$ cat src/rtl/alsu_pkg.sv
// Shared ALSU command definitions: field layout, opcodes, sequencer states, invalid rule.
// Latency: none (types, constants and a pure function).
// Backpressure: n/a.
package alsu_pkg;

  // Command word layout: [15:13] opcode, [12:10] A, [9:7] B, then single-bit controls
  localparam int CMD_W   = 16;
  localparam int REP_W   = 4;
  localparam int ENTRY_W = CMD_W + REP_W;
  localparam int FLD_W   = 3;
  localparam int OPC_LSB = 13;
  localparam int A_LSB   = 10;
  localparam int B_LSB   = 7;
  localparam int CIN_BIT = 6;
  localparam int SIN_BIT = 5;
  localparam int DIR_BIT = 4;
  localparam int RA_BIT  = 3;
  localparam int RB_BIT  = 2;
  localparam int BA_BIT  = 1;
  localparam int BB_BIT  = 0;

  localparam logic [FLD_W-1:0] OP_AND    = 3'd0;
  localparam logic [FLD_W-1:0] OP_XOR    = 3'd1;
  localparam logic [FLD_W-1:0] OP_ADD    = 3'd2;
  localparam logic [FLD_W-1:0] OP_MUL    = 3'd3;
  localparam logic [FLD_W-1:0] OP_SHIFT  = 3'd4;
  localparam logic [FLD_W-1:0] OP_ROTATE = 3'd5;

  typedef enum logic {
    ST_IDLE = 1'b0,
    ST_HOLD = 1'b1
  } seq_state_e;

  // Opcodes 6/7 are undefined; reduction modes only make sense for AND/XOR
  function automatic logic is_invalid_cmd(input logic [FLD_W-1:0] opc,
                                          input logic red_a,
                                          input logic red_b);
    return (opc == 3'd6) || (opc == 3'd7) || ((red_a || red_b) && (opc[2] || opc[1]));
  endfunction

endpackage

$ cat src/rtl/alsu_cmd_fifo.sv
// Generic synchronous FIFO with show-ahead read data and a synchronous clear.
// Latency: a push is visible at the head one cycle later; pop consumes on the edge.
// Backpressure: push ignored when full, pop ignored when empty; caller gates on full/empty.
module alsu_cmd_fifo #(
  parameter int WIDTH = 20,
  parameter int DEPTH = 8
) (
  input  logic                       clk,
  input  logic                       rst,
  input  logic                       clear,
  input  logic                       push,
  input  logic                       pop,
  input  logic [WIDTH-1:0]           wdata,
  output logic [WIDTH-1:0]           rdata,
  output logic                       full,
  output logic                       empty,
  output logic [$clog2(DEPTH+1)-1:0] count
);
  localparam int AW = $clog2(DEPTH);
  localparam int CW = $clog2(DEPTH+1);

  logic [WIDTH-1:0] mem_q [DEPTH];
  logic [AW-1:0]    wr_q, rd_q;
  logic [CW-1:0]    cnt_q;
  logic             push_ok, pop_ok;

  assign full    = (cnt_q == CW'(DEPTH));
  assign empty   = (cnt_q == '0);
  assign count   = cnt_q;
  assign rdata   = mem_q[rd_q];
  assign push_ok = push && !full;
  assign pop_ok  = pop && !empty;

  // Pointers and occupancy; DEPTH is a power of 2 so pointers wrap by overflow
  always_ff @(posedge clk) begin
    if (rst || clear) begin
      wr_q  <= '0;
      rd_q  <= '0;
      cnt_q <= '0;
    end else begin
      if (push_ok) wr_q <= wr_q + AW'(1);
      if (pop_ok)  rd_q <= rd_q + AW'(1);
      if (push_ok && !pop_ok)      cnt_q <= cnt_q + CW'(1);
      else if (pop_ok && !push_ok) cnt_q <= cnt_q - CW'(1);
    end
  end

  // Storage array; contents are don't-care until written, so no reset
  always_ff @(posedge clk) begin
    if (push_ok) mem_q[wr_q] <= wdata;
  end

endmodule

$ cat src/rtl/alsu_cmd_sequencer.sv
// Buffers ALSU command words and drives the ALSU one command at a time, held repeat+1 cycles.
// Latency: word written at edge k into an empty FIFO with run=1 drives the ALSU after edge k+1.
// Backpressure: cmd_ready = !full && !flush, independent of same-cycle pops.
module alsu_cmd_sequencer
  import alsu_pkg::*;
#(
  parameter int DEPTH        = 8,
  parameter bit DROP_INVALID = 1'b1,
  parameter int CNT_W        = 8
) (
  input  logic                       clk,
  input  logic                       rst,
  input  logic                       cmd_valid,
  output logic                       cmd_ready,
  input  logic [15:0]                cmd_word,
  input  logic [3:0]                 cmd_repeat,
  input  logic                       run,
  input  logic                       step,
  input  logic                       flush,
  output logic [2:0]                 A,
  output logic [2:0]                 B,
  output logic [2:0]                 opcode,
  output logic                       cin,
  output logic                       serial_in,
  output logic                       direction,
  output logic                       red_op_A,
  output logic                       red_op_B,
  output logic                       bypass_A,
  output logic                       bypass_B,
  output logic                       issue_valid,
  output logic                       busy,
  output logic [$clog2(DEPTH+1)-1:0] fifo_count,
  output logic [CNT_W-1:0]           drop_count
);
  logic [ENTRY_W-1:0] head;
  logic [CMD_W-1:0]   head_word;
  logic [REP_W-1:0]   head_rep;
  logic               fifo_full, fifo_empty, fifo_push, fifo_pop;
  logic               head_inv, can_load, can_drop, drop_inc;
  seq_state_e         state_q, state_d;
  logic [CMD_W-1:0]   drv_q, drv_d;
  logic [REP_W-1:0]   rem_q, rem_d;
  logic [CNT_W-1:0]   drop_q;

  assign cmd_ready = !fifo_full && !flush;
  assign fifo_push = cmd_valid && cmd_ready;

  alsu_cmd_fifo #(.WIDTH(ENTRY_W), .DEPTH(DEPTH)) u_fifo (
    .clk   (clk),
    .rst   (rst),
    .clear (flush),
    .push  (fifo_push),
    .pop   (fifo_pop),
    .wdata ({cmd_repeat, cmd_word}),
    .rdata (head),
    .full  (fifo_full),
    .empty (fifo_empty),
    .count (fifo_count)
  );

  assign head_word = head[CMD_W-1:0];
  assign head_rep  = head[ENTRY_W-1:CMD_W];
  assign head_inv  = is_invalid_cmd(head_word[OPC_LSB +: FLD_W], head_word[RA_BIT], head_word[RB_BIT]);
  assign can_load  = !fifo_empty && (!head_inv || !DROP_INVALID);
  assign can_drop  = !fifo_empty && head_inv && DROP_INVALID;

  // Next state: issue/drop from IDLE, count down in HOLD, chain on run without a bubble
  always_comb begin
    state_d  = state_q;
    drv_d    = drv_q;
    rem_d    = rem_q;
    fifo_pop = 1'b0;
    drop_inc = 1'b0;
    if (flush) begin
      state_d = ST_IDLE;
      drv_d   = '0;
      rem_d   = '0;
    end else begin
      unique case (state_q)
        ST_IDLE: begin
          // run covers the step case too; step only matters when run is low
          if (run || step) begin
            if (can_load) begin
              fifo_pop = 1'b1;
              drv_d    = head_word;
              rem_d    = head_rep;
              state_d  = ST_HOLD;
            end else if (can_drop) begin
              fifo_pop = 1'b1;
              drop_inc = 1'b1;
            end
          end
        end
        ST_HOLD: begin
          if (rem_q != '0) begin
            rem_d = rem_q - REP_W'(1);
          end else if (run && can_load) begin
            fifo_pop = 1'b1;
            drv_d    = head_word;
            rem_d    = head_rep;
          end else begin
            state_d = ST_IDLE;
            drv_d   = '0;
            rem_d   = '0;
          end
        end
        default: state_d = ST_IDLE;
      endcase
    end
  end

  // Sequencer state, held command and remaining hold count
  always_ff @(posedge clk) begin
    if (rst) begin
      state_q <= ST_IDLE;
      drv_q   <= '0;
      rem_q   <= '0;
    end else begin
      state_q <= state_d;
      drv_q   <= drv_d;
      rem_q   <= rem_d;
    end
  end

  // Saturating count of discarded invalid commands; flush leaves it alone
  always_ff @(posedge clk) begin
    if (rst) begin
      drop_q <= '0;
    end else if (drop_inc && (drop_q != {CNT_W{1'b1}})) begin
      drop_q <= drop_q + CNT_W'(1);
    end
  end

  assign opcode      = drv_q[OPC_LSB +: FLD_W];
  assign A           = drv_q[A_LSB +: FLD_W];
  assign B           = drv_q[B_LSB +: FLD_W];
  assign cin         = drv_q[CIN_BIT];
  assign serial_in   = drv_q[SIN_BIT];
  assign direction   = drv_q[DIR_BIT];
  assign red_op_A    = drv_q[RA_BIT];
  assign red_op_B    = drv_q[RB_BIT];
  assign bypass_A    = drv_q[BA_BIT];
  assign bypass_B    = drv_q[BB_BIT];
  assign issue_valid = (state_q == ST_HOLD);
  assign busy        = (state_q != ST_IDLE);
  assign drop_count  = drop_q;

endmodule

$ cat config.mk
export PLATFORM = sky130hd
export DESIGN_NAME = alsu_cmd_sequencer
export DESIGN_NICKNAME = d
export VERILOG_FILES = /design/src/rtl/alsu_pkg.sv /design/src/rtl/alsu_cmd_fifo.sv /design/src/rtl/alsu_cmd_sequencer.sv
export SDC_FILE = /design/constraint.sdc
export NUM_CORES = 1
export LEC_CHECK = 0
export CORE_MARGIN = 10
export CORE_UTILIZATION = 50
export DETAILED_ROUTE_END_ITERATION = 16
export GPL_TIMING_DRIVEN = 0
export MAX_ROUTING_LAYER = met4
export PLACE_DENSITY = 0.78
export SLEW_MARGIN = 5
export SYNTH_ARGS = -nofsm -noshare
export SYNTH_HDL_FRONTEND = slang
export SYNTH_SLANG_ARGS = --single-unit
$ cat constraint.sdc
create_clock -name clk -period 3.35 [get_ports clk]
set_input_delay 0.5025 -clock clk [delete_from_list [all_inputs] [get_ports clk]]
set_output_delay 0.5025 -clock clk [all_outputs]
set_load 0.02 [all_outputs]
==> results_dict.tcl, run 1 <==
set metrics [dict create \
    antennaDiodeCount 0 \
    antenna_found_initial 0 \
    setup_viol 0 \
    synthFlopType "edfxtp_1" \
    synth-seq-area-share_pct 71.3 \
    synthAdderAreaFrac_pct 1.36 \
    synth_top_cell_area_share_pct 60.7 \
    dp.cells 706 \
    hpwl_um 10800 \
    startpoint_type "register" \
    finalMaxSlewViolations 0 \
    power_density_nw_per_um2 541 \
    netlist_top_cells_count "edfxtp_1, dfxtp_1, mux4_2" \
    grt_max_degree 15 \
    nNetsFinal 560 \
    status "finished, final reports clean" \
    worstMarginPinSlew_ns 1.02 \
    grt_pass1_wl_um 25400 \
    crit_type "register to register" \
    ant_nets 0 \
    synth.top_cells.by_area "edfxtp_1, mux4_2, dfxtp_1, mux2i_1, o2bb2ai_2" \
    ios 57 \
    end_kind "register" \
    wl_per_cell_um 22.0 \
    cts_buffers 21 \
    rows 45 \
    worstHoldStart "drv_q[12]" \
    syn_inst 431 \
    dr.pass1.iters 4 \
    gr-total-overflow 0 \
    wirelength_um 16600 \
    crit_arrival_ns 3.73 \
    vias_per_cell 5.64 \
    holdWs_ns 0.476 \
    htreeDepth 1 \
    core_area_um2 15400 \
    num_vias 4241 \
    final.min_clock_period_ns 3.30 \
    power_w 0.00524 \
    slew_headroom_pct 31.9 \
    syn_avg_cell_area_um2 18.4 \
    cts-root-buf "clkbuf_16" \
    start_util_pct 51.5 \
    io_buffer_count 56 \
    worstPathRequired_ns 3.78 \
    gp_congestion 0.829 \
    synth_xor_area_share_pct 0.774 \
    grt_pass1_vias 4450 \
    ys_warn_count 0 \
    rsz0062_at_grt "true" \
    syn-num-nets 465 \
    finalHoldViolCount 0 \
    chipHeight_um 146 \
    r2r_cells 15 \
    ir_drop_uv 371 \
    fmax_ghz 0.303 \
    min_period_over_period_pct 98.5 \
    area_growth_pct 22.3 \
    cts_tree "yes" \
    fin_cells 752 \
    ys_ff_latch 202 \
    die_area_um2 21300 \
    synth_top_family_by_area "multiplexers" \
    synth_edf_count 160 \
    synth.distinct_cells 50 \
    drc 0 \
    skew_ns 0.0111 \
    cts_buffer_depth 3 \
    leakagePower_nw 3.07 \
    hp-class "register to register" \
    clkLatencyLatePin_ns 0.50 \
    synth.area.mux_share_pct 14.9 \
    cp_max_fo 6 \
    min_path_cells 1 \
    synth_area_um2 7920 \
    cts.sinks 202 \
    place_ws_ns -0.478 \
    dieWidth_um 146 \
    yosysMostFrequentCell "edfxtp_1" \
    postSynth.asyncResetShare_pct 0 \
    synth-compound-area-share_pct 5.40 \
    grt_usage_pct 15.6 \
    clkTransAtPathRegs_ns 0.06 \
    synth_top_cell_by_area "edfxtp_1" \
    drt_iter0_markers 379 \
    setup_ws_ns 0.0490 \
    max-cap-violations 0 \
    yosys.area_share.simple_pct 4.35 \
    drive_gt1_share_pct 25.0 \
]
==> area by class of cell <==
class	count	area, µm²
plain buffers	20	128
clock buffers	24	547
clock inverters	14	72.6
fillers	1045	5690
inverters	6	25.0
multi-input cells	201	2230
flip-flops and latches	202	5650
well taps	211	264
repair buffers	74	768
==> per-stage QoR <==
step | TNS, ns | instance area [µm²] | utilization (%)
3_5_place_dp | -0.504 | 8920 | 58.0
2_1_floorplan | 0 | 7940 | -
5_1_grt | -0.0564 | 9680 | 63.0
4_1_cts | 0 | 9620 | 62.6
3_3_place_gp | -87.47 | 8760 | 57.0
6_report | 0 | 9680 | 63.0
==> worst max-delay path, stage by stage, from the launching register on <==
cell	delay, ns
dfxtp_2	0.33
buf_6	0.13
buf_12	0.13
mux4_2	0.52
mux2i_4	0.24
a21o_2	0.21
a31oi_4	0.10
or2_4	0.27
ha_4	0.17
inv_4	0.07
ha_4	0.19
a21o_1	0.16
a21oi_2	0.15
xnor2_1	0.10
or3_1	0.36
a21oi_2	0.11
==> metal layers <==
layer / vias up / track usage (%) / part of all wire [%]
li1: 1916 / - / -
met1: 2173 / 19.0 / 41
met2: 124 / 25.9 / 52
met3: 28 / 2.76 / 5.2
met4: 0 / 5.11 / 1.9
met5: - / - / 0
==> worst paths after layout <==
check,to,slack (ns)
worst min-delay path,drv_q[12],0.48
worst max register to register,u_fifo.count[3],0.05
worst max-delay path,u_fifo.count[3],0.05
worst min register to register,drv_q[12],0.48
==> state kept, by name, indices dropped and copies added (netlist names), named ones only <==
| signal | cells |
|---|---|
| busy | 1 |
| u_fifo.wr_q | 3 |
| u_fifo.rd_q | 3 |
| drop_count | 8 |
| u_fifo.mem_q | 160 |
| drv_q | 16 |
| rem_q | 4 |
| u_fifo.count | 4 |
==> cell families after synthesis <==
group           after synthesis
flops                       202
simple gates                 71
mux                          67
compound gates               48
buf+inv                      28
fa+ha+maj                     8
xor+xnor                      7
==> report_power, final <==
group | internal (W) | switching (W) | total (W)
logic | 0.000188 | 0.000198 | 0.000386
clock network | 0.00117 | 0.000919 | 0.00209
registers | 0.00274 | 0.0000219 | 0.00276
total | 0.00410 | 0.00114 | 0.00524
==> what timing repair did <==
item                       4_1_cts  5_1_grt
pin swaps                        5        9
hold buffers                     0        0
buffers inserted                 5        5
setup endpoints to repair        3        1
resized for setup               11        4
==> cells in the final DEF (no fill, tap or decap), types with 4 or more instances in the layout <==
cell,netlist,routed
nor2_2,0,6
buf_8,1,8
o2bb2ai_1,5,5
nand2_1,9,9
mux4_2,40,40
o2bb2ai_2,9,9
or3_1,4,4
clkdlybuf4s50_1,0,56
clkbuf_1,11,11
nor3_1,6,4
buf_4,2,12
clkbuf_16,0,21
a21oi_1,13,11
xnor2_1,5,5
clkinv_2,0,6
edfxtp_1,160,160
ha_1,7,5
clkinv_1,0,5
nor2_1,24,18
inv_1,6,5
dfxtp_1,42,40
nand3_1,9,9
mux2i_1,22,21
nor2b_1,4,4
nand2b_1,4,4
Power figures use the tool's default switching activity.
==> inputs of run 2 (changes only) <==
--- a/config.mk
+++ b/config.mk
@@ -5,7 +5,6 @@
 export SDC_FILE = /design/constraint.sdc
 export NUM_CORES = 1
 export LEC_CHECK = 0
-export CORE_MARGIN = 10
 export CORE_UTILIZATION = 50
 export DETAILED_ROUTE_END_ITERATION = 16
 export GPL_TIMING_DRIVEN = 0
==> results_dict.tcl, run 2 (synthesis results as in run 1) <==
set metrics [dict create \
    status "finished, final reports clean" \
    antenna_found_initial 0 \
    skew_ns 0.00980 \
    num_vias 4236 \
    final.min_clock_period_ns 3.30 \
    ctsHoldBuffers 0 \
    area_growth_pct 22.8 \
    finalHoldViolCount 0 \
    power_w 0.00532 \
    rsz0062_at_grt "true" \
    ir_drop_uv 400 \
    grtUsageMet1_pct 26.2 \
    grt_pass1_wl_um 23800 \
    ant_nets 0 \
    dpl_cell_area_um2 8890 \
    nNetsFinal 555 \
    worstMarginPinSlew_ns 0.965 \
    io_buffer_count 56 \
    drt_iter0_markers 257 \
    worstPathRequired_ns 3.77 \
    end_kind "register" \
    ios 57 \
    wl_per_cell_um 20.7 \
    grt_max_degree 21 \
    max-cap-violations 0 \
    clkTransAtPathRegs_ns 0.06 \
    met3_usage_pct 2.71 \
    hpwl_um 9920 \
    clkLatencyLatePin_ns 0.48 \
    crit_type "register to register" \
    gp_congestion 0.795 \
    antennaDiodeCount 0 \
    cts-root-buf "clkbuf_16" \
    finalMaxSlewViolations 0 \
    largest_register "u_fifo.mem_q" \
    busiest_layer "met2" \
    power_density_nw_per_um2 547 \
    hp-class "register to register" \
    slew_headroom_pct 35.7 \
    holdWs_ns 0.468 \
    setup_ws_ns 0.0460 \
    chipHeight_um 128 \
    place_ws_ns -0.514 \
    core_area_um2 15300 \
    die_area_um2 16300 \
    min_period_over_period_pct 98.6 \
    design_area_um2 9720 \
    start_util_pct 51.7 \
    cts.sinks 202 \
    gr-total-overflow 0 \
    grt_pass1_vias 4339 \
    dieWidth_um 128 \
    leakagePower_nw 3.07 \
    vias_per_cell 5.68 \
    layout_commonest_cell "edfxtp_1" \
    htreeDepth 1 \
    grt_usage_pct 20.2 \
    crit_arrival_ns 3.72 \
    cts_tree "yes" \
    largest_reg_flops 160 \
    cp_max_fo 6 \
    cts_buffers 20 \
    final_cell_mix "edfxtp_1, clkdlybuf4s50_1, mux4_2, dfxtp_1, clkbuf_16" \
    use_met2_pct 33.5 \
    cts_buffer_depth 3 \
    drc 0 \
    rows 45 \
    startpoint_type "register" \
    drive_gt1_share_pct 25.2 \
    setup_viol 0 \
    fmax_ghz 0.303 \
    dr.pass1.iters 4 \
    wirelength_um 15500 \
]
## run 2: critical path, stage by stage (launching register included)
cell and delay, ns:
dfxtp_2 0.33, buf_6 0.13, buf_12 0.13, mux4_2 0.53, mux2i_4 0.21, a31o_4 0.21
a31oi_4 0.08, or2_4 0.27, ha_4 0.17, inv_4 0.06, ha_4 0.19, a21o_1 0.16
a21oi_2 0.13, xnor2_1 0.11, or3_1 0.38, a21oi_2 0.15
## run 2: area by class of cell
cell class	instances	area, µm²
clock inverters	9	70.1
multi-input cells	201	2280
plain buffers	20	128
clock buffers	27	578
flip-flops and latches	202	5650
repair buffers	70	728
well taps	211	264
fillers	1071	5590
inverters	6	25.0
## run 2: where the power goes
part | switching [W] | total, W | internal (W)
Sequential | 0.0000225 | 0.00276 | 0.00274
Clock | 0.000883 | 0.00217 | 0.00129
Combinational | 0.000201 | 0.000392 | 0.000192
Total | 0.00111 | 0.00532 | 0.00421
## run 2: layer usage
layer / routed length [µm] / share of wire (%)
met1: 6520 / 42
met2: 7940 / 51
met3: 717 / 4.6
met4: 304 / 2.0
met5: 0 / 0
## run 2: final timing paths
| kind | cells after the start | slack, ns | startpoint | end |
|---|---|---|---|---|
| worst max-delay path | 15 | 0.05 | register | u_fifo.count[3] |
| worst min-delay path | 1 | 0.47 | drv_q[15] | drv_q[15] |
| worst max register to register | 15 | 0.05 | register | u_fifo.count[3] |
| worst min register to register | 1 | 0.47 | drv_q[15] | drv_q[15] |
## run 2: timing repair
| item | CTS | global route |
|---|---|---|
| endpoints found under the setup margin | 3 | 1 |
| pin swaps | 4 | 8 |
| gates resized for setup | 16 | 4 |
| buffers inserted | 6 | 2 |
| cloned | 0 | 0 |
## run 2: per-stage QoR
step	TNS, ns	std cells	utilization, %
after detailed placement	-0.679	704	58.1
after global placement	-78.10	698	57.2
after global routing	-0.0849	746	63.5
final	0	746	63.5
after floorplan	0	431	-
after CTS	0	744	63.1
